### src/rtl/alu_control_unit_if.sv
// Instruction/control bus between fetch, alu_control_unit and the ALU/register-file datapath.
// ALU_CTRL_STATS_EN adds the retired/illegal counter signals.
interface alu_control_unit_if #(
   parameter int unsigned REG_AW = 3
);
   logic [31:0]       INSTRUCTION;
   logic              INSTR_VALID;
   logic              INSTR_READY;
   logic [2:0]        ALUOP;
   logic [7:0]        IMMEDIATE;
   logic              IMM_SEL;
   logic              NEG_SEL;
   logic [REG_AW-1:0] OUT1ADDRESS;
   logic [REG_AW-1:0] OUT2ADDRESS;
   logic [REG_AW-1:0] INADDRESS;
   logic              WRITEENABLE;
   logic              ILLEGAL;
   logic              BUSY;
`ifdef ALU_CTRL_STATS_EN
   logic [15:0]       RETIRED_COUNT;
   logic [7:0]        ILLEGAL_COUNT;
`endif

   modport master (
      output INSTRUCTION, INSTR_VALID,
      input  INSTR_READY, ALUOP, IMMEDIATE, IMM_SEL, NEG_SEL,
             OUT1ADDRESS, OUT2ADDRESS, INADDRESS, WRITEENABLE, ILLEGAL, BUSY
`ifdef ALU_CTRL_STATS_EN
      , input RETIRED_COUNT, ILLEGAL_COUNT
`endif
   );

   modport slave (
      input  INSTRUCTION, INSTR_VALID,
      output INSTR_READY, ALUOP, IMMEDIATE, IMM_SEL, NEG_SEL,
             OUT1ADDRESS, OUT2ADDRESS, INADDRESS, WRITEENABLE, ILLEGAL, BUSY
`ifdef ALU_CTRL_STATS_EN
      , output RETIRED_COUNT, ILLEGAL_COUNT
`endif
   );
endinterface

### src/rtl/alu_control_unit.sv
// Instruction sequencer for the 8-bit ALU: IDLE -> DECODE -> EXECUTE -> WRITEBACK.
// Optional ALU_CTRL_STATS_EN adds RETIRED_COUNT / ILLEGAL_COUNT on the bus.
module alu_control_unit #(
   parameter int unsigned SHORT_WAIT = 1,
   parameter int unsigned LONG_WAIT  = 2,
   parameter int unsigned REG_AW     = 3
) (
   input logic             CLK,
   input logic             RESET,
   alu_control_unit_if.slave bus
);

   localparam int unsigned MAXW = (LONG_WAIT > SHORT_WAIT) ? LONG_WAIT : SHORT_WAIT;
   localparam int unsigned CW   = $clog2(MAXW + 1);

   typedef enum logic [1:0] {IDLE, DECODE, EXECUTE, WRITEBACK} state_t;

   state_t        state;
   logic [CW-1:0] cnt;

   logic [7:0]    opcode;
   logic          legal;
   logic [2:0]    dec_aluop;
   logic          dec_imm;
   logic          dec_neg;
   logic [CW-1:0] dec_wait;
   logic          unused_fields;

   assign opcode        = bus.INSTRUCTION[31:24];
   assign unused_fields = ^{bus.INSTRUCTION[23:16+REG_AW], bus.INSTRUCTION[15:8+REG_AW]};

   always_comb begin
      legal     = 1'b1;
      dec_aluop = 3'b000;
      dec_imm   = 1'b0;
      dec_neg   = 1'b0;
      dec_wait  = CW'(SHORT_WAIT);
      case (opcode)
         8'h00: dec_imm = 1'b1;
         8'h01: dec_imm = 1'b0;
         8'h02: begin
            dec_aluop = 3'b001;
            dec_wait  = CW'(LONG_WAIT);
         end
         8'h03: begin
            dec_aluop = 3'b001;
            dec_neg   = 1'b1;
            dec_wait  = CW'(LONG_WAIT);
         end
         8'h04: dec_aluop = 3'b010;
         8'h05: dec_aluop = 3'b011;
         default: legal = 1'b0;
      endcase
   end

   // Decode happens at the accept edge so the controls and ILLEGAL are visible during DECODE.
   always_ff @(posedge CLK) begin
      if (RESET) begin
         state           <= IDLE;
         cnt             <= '0;
         bus.INSTR_READY <= 1'b1;
         bus.ALUOP       <= '0;
         bus.IMMEDIATE   <= '0;
         bus.IMM_SEL     <= 1'b0;
         bus.NEG_SEL     <= 1'b0;
         bus.OUT1ADDRESS <= '0;
         bus.OUT2ADDRESS <= '0;
         bus.INADDRESS   <= '0;
         bus.WRITEENABLE <= 1'b0;
         bus.ILLEGAL     <= 1'b0;
         bus.BUSY        <= 1'b0;
`ifdef ALU_CTRL_STATS_EN
         bus.RETIRED_COUNT <= '0;
         bus.ILLEGAL_COUNT <= '0;
`endif
      end else begin
         case (state)
            IDLE: begin
               if (bus.INSTR_VALID && bus.INSTR_READY) begin
                  state           <= DECODE;
                  bus.INSTR_READY <= 1'b0;
                  bus.BUSY        <= 1'b1;
                  bus.IMMEDIATE   <= bus.INSTRUCTION[7:0];
                  bus.INADDRESS   <= bus.INSTRUCTION[16 +: REG_AW];
                  bus.OUT1ADDRESS <= bus.INSTRUCTION[8 +: REG_AW];
                  bus.OUT2ADDRESS <= bus.INSTRUCTION[0 +: REG_AW];
                  bus.ILLEGAL     <= ~legal;
                  cnt             <= dec_wait;
                  if (legal) begin
                     bus.ALUOP   <= dec_aluop;
                     bus.IMM_SEL <= dec_imm;
                     bus.NEG_SEL <= dec_neg;
                  end
               end
            end
            DECODE: begin
               if (bus.ILLEGAL) begin
                  state           <= IDLE;
                  bus.ILLEGAL     <= 1'b0;
                  bus.INSTR_READY <= 1'b1;
                  bus.BUSY        <= 1'b0;
`ifdef ALU_CTRL_STATS_EN
                  if (bus.ILLEGAL_COUNT != 8'hFF)
                     bus.ILLEGAL_COUNT <= bus.ILLEGAL_COUNT + 8'd1;
`endif
               end else begin
                  state <= EXECUTE;
               end
            end
            EXECUTE: begin
               if (cnt <= CW'(1)) begin
                  state           <= WRITEBACK;
                  bus.WRITEENABLE <= 1'b1;
               end else begin
                  cnt <= cnt - CW'(1);
               end
            end
            WRITEBACK: begin
               state           <= IDLE;
               bus.WRITEENABLE <= 1'b0;
               bus.INSTR_READY <= 1'b1;
               bus.BUSY        <= 1'b0;
`ifdef ALU_CTRL_STATS_EN
               bus.RETIRED_COUNT <= bus.RETIRED_COUNT + 16'd1;
`endif
            end
            default: state <= IDLE;
         endcase
      end
   end

endmodule

### src/flat_wrapper.sv
// flat-port wrapper written by rule: the top's interface ports become plain ports
module alu_control_unit_flat 
#(
   parameter int unsigned SHORT_WAIT = 1,
   parameter int unsigned LONG_WAIT  = 2,
   parameter int unsigned REG_AW     = 3
)
  (CLK, RESET, bus_INSTRUCTION, bus_INSTR_VALID, bus_INSTR_READY, bus_ALUOP, bus_IMMEDIATE, bus_IMM_SEL, bus_NEG_SEL, bus_OUT1ADDRESS, bus_OUT2ADDRESS, bus_INADDRESS, bus_WRITEENABLE, bus_ILLEGAL, bus_BUSY);
  alu_control_unit_if #(.REG_AW(REG_AW)) bus_i ();
  input logic CLK;
  input logic RESET;
  input wire logic [$bits(bus_i.INSTRUCTION)-1:0] bus_INSTRUCTION;
  input wire logic [$bits(bus_i.INSTR_VALID)-1:0] bus_INSTR_VALID;
  output wire logic [$bits(bus_i.INSTR_READY)-1:0] bus_INSTR_READY;
  output wire logic [$bits(bus_i.ALUOP)-1:0] bus_ALUOP;
  output wire logic [$bits(bus_i.IMMEDIATE)-1:0] bus_IMMEDIATE;
  output wire logic [$bits(bus_i.IMM_SEL)-1:0] bus_IMM_SEL;
  output wire logic [$bits(bus_i.NEG_SEL)-1:0] bus_NEG_SEL;
  output wire logic [$bits(bus_i.OUT1ADDRESS)-1:0] bus_OUT1ADDRESS;
  output wire logic [$bits(bus_i.OUT2ADDRESS)-1:0] bus_OUT2ADDRESS;
  output wire logic [$bits(bus_i.INADDRESS)-1:0] bus_INADDRESS;
  output wire logic [$bits(bus_i.WRITEENABLE)-1:0] bus_WRITEENABLE;
  output wire logic [$bits(bus_i.ILLEGAL)-1:0] bus_ILLEGAL;
  output wire logic [$bits(bus_i.BUSY)-1:0] bus_BUSY;
  assign bus_i.INSTRUCTION = bus_INSTRUCTION;
  assign bus_i.INSTR_VALID = bus_INSTR_VALID;
  assign bus_INSTR_READY = bus_i.INSTR_READY;
  assign bus_ALUOP = bus_i.ALUOP;
  assign bus_IMMEDIATE = bus_i.IMMEDIATE;
  assign bus_IMM_SEL = bus_i.IMM_SEL;
  assign bus_NEG_SEL = bus_i.NEG_SEL;
  assign bus_OUT1ADDRESS = bus_i.OUT1ADDRESS;
  assign bus_OUT2ADDRESS = bus_i.OUT2ADDRESS;
  assign bus_INADDRESS = bus_i.INADDRESS;
  assign bus_WRITEENABLE = bus_i.WRITEENABLE;
  assign bus_ILLEGAL = bus_i.ILLEGAL;
  assign bus_BUSY = bus_i.BUSY;
  alu_control_unit #(.SHORT_WAIT(SHORT_WAIT), .LONG_WAIT(LONG_WAIT), .REG_AW(REG_AW)) u_core (.CLK(CLK), .RESET(RESET), .bus(bus_i));
endmodule
### config.mk
export PLATFORM = sky130hd
export DESIGN_NAME = alu_control_unit_flat
export DESIGN_NICKNAME = d
export VERILOG_FILES = /design/src/rtl/alu_control_unit_if.sv /design/src/rtl/alu_control_unit.sv /design/src/flat_wrapper.sv
export SDC_FILE = /design/constraint.sdc
export NUM_CORES = 1
export LEC_CHECK = 0
export CAP_MARGIN = 25
export CELL_PAD_IN_SITES_DETAIL_PLACEMENT = 0
export CELL_PAD_IN_SITES_GLOBAL_PLACEMENT = 2
export CORE_MARGIN = 2
export CORE_UTILIZATION = 21
export CTS_CLUSTER_DIAMETER = 120
export CTS_CLUSTER_SIZE = 20
export DETAILED_ROUTE_END_ITERATION = 6
export PLACE_DENSITY = 0.93
export SLEW_MARGIN = 20
export SYNTH_ARGS = -nofsm -noshare
export SYNTH_HDL_FRONTEND = slang
export SYNTH_SLANG_ARGS = --single-unit
### constraint.sdc
create_clock -name CLK -period 3.2 [get_ports CLK]
set_input_delay 0.96 -clock CLK [delete_from_list [all_inputs] [get_ports CLK]]
set_output_delay 0.96 -clock CLK [all_outputs]
set_load 0.005 [all_outputs]
==> results.json, run 1 <==
{
  "outcome": "complete, no violations",
  "timing.final.ws_setup_ns": 0.917,
  "cp_slowest_cell": "clkdlybuf4s50_1",
  "rsz0062_at_grt": "false",
  "worstSetupStartpointType": "input pin",
  "gr-usage-met2": 0.163,
  "hold_violations": 0,
  "clock_path_buffers": 2,
  "yosys_warnings": 0,
  "use_met1": 0.123,
  "ctsHoldBuffers": 0,
  "port_buffers": 49,
  "synth_top_cell_area_share": 0.471,
  "synth.most_common_cell": "nand2_1",
  "yosys-top-cells-area": "dfxtp_1 47%, nand2_1 12%, a21oi_1 9.5%, buf_4 3.4%, nor2_1 3.4%",
  "cts_buffers": 3,
  "grt_max_degree": 19,
  "fp.dieW_um": 76.6,
  "diodes": 0,
  "pwr-share-seq": 0.449,
  "core_area_um2": 5110,
  "die_h_um": 76.6,
  "clkLatencyLatePin_ns": 0.27,
  "min-delay-start": "u_core.bus.INADDRESS[1]",
  "busiest_layer": "met2",
  "worstHoldEndpoint": "u_core.bus.INADDRESS[1]",
  "min_period_ns": 2.28,
  "grt_use_met3": 0.0190,
  "power_density_nw_per_um2": 494,
  "period_share": 0.713,
  "grt_pass1_vias": 1006,
  "swShare": 0.252,
  "finClkSkew_ns": 0.00312,
  "yosysTopAreaCell": "dfxtp_1",
  "groute.usage.overall": 0.0996,
  "post_cts_resized": 0,
  "r2r_end": "u_core.bus.IMM_SEL",
  "crit_required_ns": 3.40,
  "setup_viol": 0,
  "placedCellCount": 248,
  "first_pass_iters": 4,
  "worst_pin_slew_ns": 0.695,
  "crit_chain": "clkdlybuf4s50_1, and4bb_1, nand3_4, or4_1, a21oi_1",
  "peakVddDrop_uv": 161,
  "relSlewSlack": 0.535,
  "critical_path_class": "in2reg",
  "path_max_fanout": 7,
  "instances_no_fill": 252,
  "design_power_total_mw": 0.846,
  "synth_area_um2": 1110,
  "cts_max_level": 1,
  "pin_count": 61,
  "wl_per_cell_um": 10.9,
  "cp-end-kind": "register",
  "num_vias": 1059,
  "reg2reg_depth": 4,
  "drive_gt1_frac": 0.0549,
  "netlist_instances": 138,
  "min_path_cells": 2,
  "grt_first_pass_wirelength_um": 4740,
  "hold_path_class": "reg2reg",
  "max_stage_delay_ns": 0.50,
  "gp_congestion": 0.746,
  "synthFlopType": "dfxtp_1",
  "cts_root_buf": "clkbuf_8",
  "post_cts_buffers": 0,
  "finalNetCount": 219,
  "tns_ns": 0,
  "drt_iter0_drc": 37,
  "synth_area_per_cell_um2": 8.01,
  "synth_cell_types": 29,
  "grt.overflow.total": 0,
  "clkPwrFrac": 0.325,
  "syn-num-nets": 174,
  "ys_seq_elements": 26,
  "drc": 0,
  "clock-sinks": 26,
  "maxCapViolations": 0,
  "start_util": 0.217,
  "rows": 26,
  "synth_edf_count": 0,
  "cts.clk_slew.worst_paths_ns": 0.09,
  "yosys-top-cells-count": "34 x nand2_1, 26 x dfxtp_1, 21 x a21oi_1, 10 x nor2_1, 7 x clkbuf_1",
  "pre_cts_ws_ns": 0.612,
  "dp_hpwl_um": 2060,
  "vias_per_cell": 4.20,
  "postLayoutCellArea_um2": 1710,
  "cts_tree": "built",
  "report.final.slew_viol_count": 0,
  "combPwrFrac": 0.225,
  "reg2reg_slack_ns": 1.59,
  "power.switching_mw": 0.213,
  "place_area_um2": 1640,
  "antenna_left": 0,
  "async_flop_share": 0,
  "antenna_found_initial": 0,
  "syn_to_final_growth_pct": 55.0,
  "fmax_ghz": 0.438,
  "power_leakage_nw": 0.605,
  "die_area_um2": 5860,
  "ys_seq_area_frac": 0.471,
  "cp.arrival_ns": 2.48,
  "wirelength_um": 2750,
  "intPower_mw": 0.633
}
[sequential cells by signal, indices dropped and copies added, names as in the netlist, named ones only]
name                    flops
u_core.bus.IMM_SEL          1
u_core.bus.INSTR_READY      1
u_core.bus.INADDRESS        3
u_core.bus.OUT1ADDRESS      3
u_core.bus.BUSY             1
u_core.bus.NEG_SEL          1
u_core.bus.OUT2ADDRESS      2
u_core.state                1
u_core.bus.ILLEGAL          1
u_core.bus.WRITEENABLE      1
u_core.bus.IMMEDIATE        6
u_core.cnt                  2
u_core.bus.ALUOP            2
[kinds of logic (layout without fill, tap and decap cells)]
| family | count (synthesis) | in the layout | synth area share |
|---|---|---|---|
| AO/OA/AOI/OAI | 33 | 33 | 0.173 |
| adder cells (fa/ha/maj) | 1 | 1 | 0.0113 |
| buffers and inverters | 14 | 58 | 0.0645 |
| flip-flops | 26 | 26 | 0.471 |
| other | 1 | 1 | 0.00339 |
| AND/OR/NAND/NOR | 63 | 63 | 0.277 |
[metal layers]
| metal | up-vias | routed length (µm) |
|---|---|---|
| met3 | 5 | 116 |
| met1 | 478 | 1270 |
| met4 | 0 | 64 |
| met2 | 28 | 1300 |
| met5 | - | 0 |
| li1 | 548 | - |
[through the flow]
step | hold WS (ns) | utilization
after floorplan | 0.448 | -
after global placement | 0.442 | 0.322
after detailed placement | 0.448 | 0.322
after CTS | 0.463 | 0.336
after global routing | 0.478 | 0.336
final | 0.457 | 0.336
[how the worst max path moves through the flow]
stage	from	to	slack, ns	depth (start not counted)
2_1_floorplan	bus_INSTR_VALID	u_core.bus.IMM_SEL	1.24	5
3_3_place_gp	bus_INSTR_VALID	u_core.bus.IMM_SEL	0.62	5
3_5_place_dp	bus_INSTR_VALID	u_core.bus.IMM_SEL	0.61	5
4_1_cts	bus_INSTR_VALID	u_core.bus.IMM_SEL	0.89	5
5_1_grt	bus_INSTR_VALID	u_core.bus.IMM_SEL	0.81	5
6_report	bus_INSTR_VALID	u_core.bus.IMM_SEL	0.92	5
[power by group through the flow]
stage               logic (mW)  clock network, mW  registers (mW)
floorplan               0.0967                  0           0.383
CTS                      0.195              0.286           0.380
global placement         0.193                  0           0.387
global route             0.214              0.295           0.386
finish                   0.191              0.275           0.380
detailed placement       0.194                  0           0.388
[cell type report]
class,count,area [µm²]
Fill cell,561,3390
Sequential cell,26,520
Multi-Input combinational cell,98,514
Timing Repair Buffer,52,513
Tap cell,70,87.6
Clock buffer,3,41.3
Clock inverter,1,30.0
Inverter,2,7.51
[cells in the final DEF, fill, tap and decap left out, types with 2 or more instances in the layout]
master	n
clkdlybuf4s50_1	49
nand2_1	34
dfxtp_1	26
a21oi_1	21
nor2_1	10
nand2b_1	4
o21ai_0	3
nor3_1	3
clkbuf_8	3
buf_4	3
inv_1	2
nor2b_1	2
o22ai_1	2
or3_1	2
a2bb2oi_1	2
[critical path: cells and delay by family]
family | cells | cell delay, ns
compound gates | 1 | 0.14
buf+inv | 1 | 0.50
simple gates | 3 | 0.87
(Power assumes the default switching activity.)
==> run 2, diff against run 1 <==
Settings changed: CORE_UTILIZATION 21 to 18, PLACE_DENSITY 0.93 to 0.86.
Clock period 3.2 ns to 2 ns, I/O delays scaled along.
==> run 2 against run 1 <==
Net effect: die area rose by 16%; power grew 50%; clock skew is 0.0010 ns higher; global-route usage decreased by 0.72 points; register-to-register slack worse by 1.1 ns; utilization fell by 3.9 points; via count rose by 0.94%; largest cell class is now buffers; highest routed layer unchanged.
==> results.json, run 2 (synthesized netlist as in run 1, its figures left out) <==
{
  "post_cts_resized": 0,
  "crit_required_ns": 1.40,
  "drt_iter0_drc": 25,
  "maxCapViolations": 0,
  "hold_violations": 0,
  "core_area_um2": 5920,
  "postLayoutCellArea_um2": 1760,
  "fin_hold_ws_ns": 0.459,
  "ctsHoldBuffers": 0,
  "grt_max_degree": 15,
  "port_buffers": 49,
  "rsz0062_at_grt": "false",
  "cts_max_level": 1,
  "critPathBufInv": 1,
  "cp_slowest_cell": "clkdlybuf4s50_1",
  "wl_per_cell_um": 10.9,
  "finClkSkew_ns": 0.00417,
  "min_path_cells": 2,
  "dp_hpwl_um": 2160,
  "clock-sinks": 26,
  "setup_viol": 0,
  "syn_to_final_growth_pct": 58.8,
  "min_period_ns": 1.85,
  "cts_root_buf": "clkbuf_8",
  "layout_commonest_cell": "clkdlybuf4s50_1",
  "place_area_um2": 1700,
  "grt_pass1_vias": 1042,
  "design_power_total_mw": 1.27,
  "hold_path_class": "reg2reg",
  "first_pass_iters": 4,
  "drc": 0,
  "worstSetupPathDepth": 1,
  "die_area_um2": 6790,
  "clkLatencyLatePin_ns": 0.27,
  "crit_chain": "clkdlybuf4s50_1",
  "power_density_nw_per_um2": 721,
  "pin_count": 61,
  "report.final.slew_viol_count": 0,
  "vias_per_cell": 4.05,
  "drive_gt1_frac": 0.0899,
  "largest_reg_flops": 6,
  "cts_buffers": 3,
  "reg2reg_depth": 4,
  "outcome": "complete, no violations",
  "path_max_fanout": 7,
  "cp.arrival_ns": 1.25,
  "intPower_mw": 0.928,
  "pwr-share-seq": 0.479,
  "antenna_found_initial": 0,
  "max_stage_delay_ns": 0.54,
  "wirelength_um": 2890,
  "rows": 28,
  "reg_top3": "u_core.bus.IMMEDIATE x6, u_core.bus.INADDRESS x3, u_core.bus.OUT1ADDRESS x3",
  "regMostFlops": "u_core.bus.IMMEDIATE",
  "peakVddDrop_uv": 277,
  "pre_cts_ws_ns": -0.128,
  "cts_tree": "built",
  "post_cts_buffers": 0,
  "start_util": 0.187,
  "critical_path_class": "reg2out",
  "power_leakage_nw": 0.632,
  "period_share": 0.925,
  "clock_path_buffers": 2,
  "num_vias": 1069,
  "cp-end-kind": "output port",
  "fmax_ghz": 0.540,
  "diodes": 0,
  "cts.clk_slew.worst_paths_ns": 0.09,
  "power.switching_mw": 0.339,
  "critical-path-top-delay-family": "buffers and inverters",
  "final_cell_mix": "49 x clkdlybuf4s50_1, 34 x nand2_1, 26 x dfxtp_1",
  "swShare": 0.268,
  "die_h_um": 82.4,
  "combPwrFrac": 0.248,
  "timing.final.ws_setup_ns": 0.149,
  "finalNetCount": 226,
  "grt.overflow.total": 0,
  "gp_congestion": 0.718,
  "clkPwrFrac": 0.272,
  "grt_first_pass_wirelength_um": 4750,
  "fp.dieW_um": 82.4,
  "tns_ns": 0,
  "groute.usage.overall": 0.0924,
  "worstSetupStartpointType": "register",
  "antenna_left": 0
}
[run 2: power by group through the flow]
stage          Combinational (mW)  Sequential (mW)  Clock [mW]
6_report                    0.315            0.607       0.345
5_1_grt                     0.362            0.617       0.383
4_1_cts                     0.322            0.608       0.365
3_5_place_dp                0.320            0.620           0
3_3_place_gp                0.318            0.620           0
2_1_floorplan               0.155            0.612           0
[run 2: per-layer routing]
metal  part of all wire  GRT usage
met3              0.052     0.0283
met1               0.47      0.112
met2               0.47      0.153
met5                  0          0
met4              0.013     0.0350
[run 2: tightest hold or removal path, stage by stage (launching register included)]
cell	delay, ns
dfxtp_1	0.32
nand2_1	0.05
a21oi_1	0.05
[run 2: final timing paths]
check / endpoint / startpoint / slack, ns
worst max-delay path: bus_INSTR_READY / u_core.bus.INSTR_READY / 0.15
worst min-delay path: u_core.bus.OUT1ADDRESS[2] / u_core.bus.OUT1ADDRESS[2] / 0.46
worst max register to register: u_core.bus.IMM_SEL / register / 0.45
worst min register to register: u_core.bus.OUT1ADDRESS[2] / u_core.bus.OUT1ADDRESS[2] / 0.46
[run 2: cell type report]
class	instances	area [µm²]
Timing Repair Buffer	59	566
Sequential cell	26	520
Clock buffer	4	55.1
Fill cell	648	4160
Multi-Input combinational cell	98	514
Tap cell	75	93.8
Inverter	2	7.51
[run 2: through the flow]
step	utilization	std cells
2_1_floorplan	-	138
3_3_place_gp	0.287	260
3_5_place_dp	0.287	260
4_1_cts	0.297	264
5_1_grt	0.297	264
6_report	0.297	264
